<file path="config.mk">
export PLATFORM = sky130hd
export DESIGN_NAME = rx_chan_scheduler
export DESIGN_NICKNAME = d
export VERILOG_FILES = /design/src/rtl/rx_chan_scheduler.sv
export SDC_FILE = /design/constraint.sdc
export NUM_CORES = 1
export LEC_CHECK = 0
export ABC_CLOCK_PERIOD_IN_PS = 3300
export CAP_MARGIN = 25
export CORE_ASPECT_RATIO = 0.8
export CORE_MARGIN = 2
export CORE_UTILIZATION = 30
export CTS_CLUSTER_DIAMETER = 40
export DETAILED_ROUTE_END_ITERATION = 12
export PLACE_DENSITY = 0.52
export SETUP_SLACK_MARGIN = 0.3
export SLEW_MARGIN = 20
export SYNTH_ARGS = -nofsm -noshare
export SYNTH_HDL_FRONTEND = slang
export SYNTH_SLANG_ARGS = --single-unit
</file>
<file path="constraint.sdc">
create_clock -name rxclk -period 3.3 [get_ports rxclk]
set_input_delay 0.825 -clock rxclk [delete_from_list [all_inputs] [get_ports rxclk]]
set_output_delay 0.825 -clock rxclk [all_outputs]
set_load 0.01 [all_outputs]
</file>
<file path="src/rtl/rx_chan_scheduler.sv">
// rtl/rx_chan_scheduler.sv - RX packet source scheduler: round-robin/command-priority grant, start/busy handshake, builder timeout
module rx_chan_scheduler #(
  parameter int NUM_CHAN = 1,
  parameter int TIMEOUT  = 1023
) (
  input  logic              rxclk,
  input  logic              reset,
  input  logic [NUM_CHAN:0] chan_ready,
  input  logic              have_space,
  input  logic              cmd_priority,
  input  logic              pkt_done,
  input  logic              clear_status,
  output logic [3:0]        rd_select,
  output logic              start,
  output logic              busy,
  output logic              abort,
  output logic              timeout_err,
  output logic [1:0]        state_dbg
);
  localparam int          NSRC       = NUM_CHAN + 1;
  localparam logic [3:0]  CMD_IDX    = 4'(NUM_CHAN);
  localparam logic [15:0] TIMER_LAST = 16'(TIMEOUT - 1);

  typedef enum logic [1:0] {IDLE = 2'd0, BUSY = 2'd1, GAP = 2'd2} state_t;

  state_t            state;
  logic [3:0]        last;
  logic [15:0]       timer;
  logic [2*NSRC-1:0] doubled;
  logic [NSRC-1:0]   rotated;
  logic [3:0]        rot_base;
  logic [3:0]        winner;
  logic              found;

  // Rotate the ready vector so bit 0 is the source right after the last grant,
  // then the lowest set bit of the rotated vector is the round-robin winner.
  always_comb begin
    doubled  = {chan_ready, chan_ready};
    rot_base = (last == CMD_IDX) ? 4'd0 : last + 4'd1;
    rotated  = NSRC'(doubled >> rot_base);
    winner   = last;
    found    = 1'b0;
    for (int i = 0; i < NSRC; i++) begin
      if (!found && rotated[i]) begin
        found = 1'b1;
        if (i + int'(rot_base) >= NSRC)
          winner = rot_base + 4'(i) - 4'(NSRC);
        else
          winner = rot_base + 4'(i);
      end
    end
    if (cmd_priority && chan_ready[NUM_CHAN])
      winner = CMD_IDX;
  end

  always_ff @(posedge rxclk) begin
    if (reset) begin
      state       <= IDLE;
      last        <= CMD_IDX;
      timer       <= '0;
      rd_select   <= '0;
      start       <= 1'b0;
      busy        <= 1'b0;
      abort       <= 1'b0;
      timeout_err <= 1'b0;
    end else begin
      start <= 1'b0;
      abort <= 1'b0;
      if (clear_status)
        timeout_err <= 1'b0;
      case (state)
        IDLE: begin
          if (have_space && (|chan_ready)) begin
            rd_select <= winner;
            last      <= winner;
            start     <= 1'b1;
            busy      <= 1'b1;
            timer     <= '0;
            state     <= BUSY;
          end
        end
        BUSY: begin
          if (timer != 16'hFFFF)
            timer <= timer + 16'd1;
          // A completion arriving on the timeout cycle is honoured, not aborted.
          if (pkt_done) begin
            busy  <= 1'b0;
            state <= GAP;
          end else if (timer == TIMER_LAST) begin
            abort       <= 1'b1;
            timeout_err <= 1'b1;
            busy        <= 1'b0;
            state       <= GAP;
          end
        end
        GAP:     state <= IDLE;
        default: state <= IDLE;
      endcase
    end
  end

  assign state_dbg = state;

endmodule
</file>
==> flow_metrics.env <==
export IMPL_outcome="complete, no violations"
export IMPL_synth_main_ff_cell="dfxtp_1"
export IMPL_crit_path_max_fanout=15
export IMPL_antenna_cells=0
export IMPL_post_drt_wl_per_cell_um=13.3
export IMPL_p_leak_uw=0.000722
export IMPL_hold_viol=0
export IMPL_power_density_nw_per_um2=403
export IMPL_synth_area_leaders="dfxtp_1 29%, xnor2_1 6.1%, nor2_1 5.6%, ha_1 4.0%, nor3_1 3.0%"
export IMPL_synth_common_cells="28 x nor2_1, 27 x dfxtp_1, 13 x xnor2_1"
export IMPL_yosysMostFrequentCell="nor2_1"
export IMPL_peakVddDrop_mv=0.227
export IMPL_avgSynthCellArea_um2=8.22
export IMPL_gp_congestion=0.744
export IMPL_grt_max_degree=23
export IMPL_worstPathArrival_ns=2.60
export IMPL_die_h_um=74.5
export IMPL_die_x_um=92.2
export IMPL_power_frac_comb_pct=37.7
export IMPL_firstDrtPassIters=4
export IMPL_h_tree_depth=1
export IMPL_rsz0062_at_grt="no"
export IMPL_postCtsHoldBufs=0
export IMPL_cap_violations=0
export IMPL_io_buffers=17
export IMPL_drc=0
export IMPL_drt_iter0_markers=103
export IMPL_ant_nets=0
export IMPL_synthesis_nets=241
export IMPL_yosys_area_top_type="dfxtp_1"
export IMPL_clock_path_buffers=2
export IMPL_crit_path_start_kind="primary input"
export IMPL_async_reset_ff_share_pct=0
export IMPL_grt_overflow_total=0
export IMPL_grtUsageTotal_pct=13.2
export IMPL_vias_per_cell=5.11
export IMPL_clock_skew_ns=0.00904
export IMPL_syn_inst=227
export IMPL_critical_path_class="primary input to register"
export IMPL_synth_top_cell_area_share_pct=29.0
export IMPL_postLayoutCoreUtil_pct=35.8
export IMPL_rows=25
export IMPL_worstMarginPinSlew_ns=0.627
export IMPL_hold_depth=2
export IMPL_cts_inserted_buffers=3
export IMPL_clock_sinks=27
export IMPL_routed_wl_um=4230
export IMPL_max_freq_ghz=0.414
export IMPL_grt_pass1_wl_um=7270
export IMPL_setup_tns_ns=0
export IMPL_clk_latency_ns=0.28
export IMPL_synthDistinctLibCells=60
export IMPL_start_util_pct=31.2
export IMPL_endpoint_kind="register"
export IMPL_p_clk_share_pct=22.1
export IMPL_cts_tree="built"
export IMPL_antenna_found_initial=0
export IMPL_core_area_um2=5970
export IMPL_pwr_share_seq_pct=40.1
export IMPL_post_route_period_util_pct=73.2
export IMPL_internal_power_uw=574
export IMPL_syn_area_um2=1870
export IMPL_cts_root_buf="clkbuf_8"
export IMPL_post_cts_resized=0
export IMPL_grt_pass1_vias=1449
export IMPL_fin_crit_ns=2.42
export IMPL_yosysSeqAreaShare_pct=29.0
export IMPL_yosys_warnings=0
export IMPL_required_ns=3.49
export IMPL_die_area_um2=6870
export IMPL_synth_edf_count=0
export IMPL_maxSlewViolCount=0
export IMPL_ys_ff_latch=27
export IMPL_drive_gt1_share_pct=10.9
export IMPL_ff2ff_path_depth=9
export IMPL_max_slew_margin_pct=58.1
export IMPL_vias=1630
export IMPL_hpwl_um=3050
export IMPL_finalSetupViolCount=0
export IMPL_switching_power_uw=290
export IMPL_areaGrowthSynthToFinish_pct=14.8
export IMPL_hp_class="register to register"
export IMPL_io_pins=18
export IMPL_clkTransAtPathRegs_ns=0.10
export IMPL_num_nets_final=253
export IMPL_sw_frac_of_total_pct=33.5
export IMPL_postCtsSetupBuffers=0
[cells by family after synthesis]
family | share of synthesized area, %
xor+xnor | 7.51
mux | 1.14
simple gates | 36.6
fa+ha+maj | 4.02
buf+inv | 6.10
compound gates | 15.7
flops | 29.0
[critical path, cell delays in order]
cell and delay, ns:
clkdlybuf4s50_1 0.58, or2_2 0.37, nand3_1 0.12, nand2_1 0.39
nor3_1 0.31
[layout make-up]
class / instances / area (µm²)
fill: 608 / 3830
multi-input combinational: 177 / 1210
sequential: 27 / 541
timing repair buffer: 23 / 215
tap: 81 / 101
clock buffer: 3 / 41.3
inverter: 7 / 26.3
clock inverter: 1 / 5.00
[placed cells by master, fill, tap and decap left out, types with 2 or more instances in the layout]
master	Yosys	layout
a211oi_1	2	2
a21boi_0	2	2
a21oi_1	8	8
a31oi_1	2	2
a41oi_1	2	2
and3_1	3	3
and3b_1	2	2
and4_1	2	2
and4b_1	2	2
buf_4	4	6
clkbuf_8	0	3
clkdlybuf4s50_1	0	17
dfxtp_1	27	27
ha_1	6	6
inv_1	7	7
nand2_1	11	11
nand2b_1	3	3
nand3_1	8	8
nand3b_1	3	3
nand4_1	5	5
nand4b_1	2	2
nor2_1	28	28
nor2b_1	5	5
nor3_1	11	11
nor3_2	5	5
nor3b_1	6	6
o211ai_1	2	2
o21a_1	2	2
o21ai_0	6	6
o21ai_1	2	2
o31ai_1	2	2
or2_2	2	2
or3_1	3	3
xnor2_1	13	13
xor2_1	3	3
[power groups by stage]
stage / clock network (µW) / logic [µW] / registers, µW
4_1_cts: 197 / 326 / 346
6_report: 191 / 326 / 346
3_5_place_dp: 0 / 325 / 354
3_3_place_gp: 0 / 328 / 354
2_1_floorplan: 0 / 253 / 355
5_1_grt: 212 / 363 / 348
[metrics by stage]
step | hold slack, ns | setup WS (ns) | std cells | total power, µW | cell area (µm²)
after global placement | 0.492 | 0.659 | 315 | 682 | 2090
after global routing | 0.537 | 0.720 | 319 | 923 | 2140
final | 0.501 | 0.884 | 319 | 863 | 2140
after CTS | 0.502 | 0.879 | 319 | 869 | 2140
after detailed placement | 0.489 | 0.597 | 315 | 679 | 2090
after floorplan | 0.507 | 0.891 | 227 | 609 | 1870
[state kept, by name, summed over array words and instances (netlist names)]
register / flops
start: 1
busy: 1
timeout_err: 1
last: 1
abort: 1
state_dbg: 2
timer: 16
rd_select: 4
[layer usage]
layer	global-route usage (%)	share of wire, %	vias to the layer above
met3	3.34	4.0	4
li1	-	-	838
met4	2.32	0.73	0
met5	0	0	-
met1	20.7	57	757
met2	18.1	38	31
[path summary, 6_finish.rpt]
kind	slack, ns	end	startpoint
hold reg to reg	0.50	rd_select[0]	rd_select[0]
setup reg to reg	0.99	rd_select[2]	rd_select[3]
setup / recovery	0.88	timer[14]	chan_ready[1]
hold / removal	0.50	rd_select[0]	rd_select[0]
Note: power is estimated with default switching activity, not from simulation.
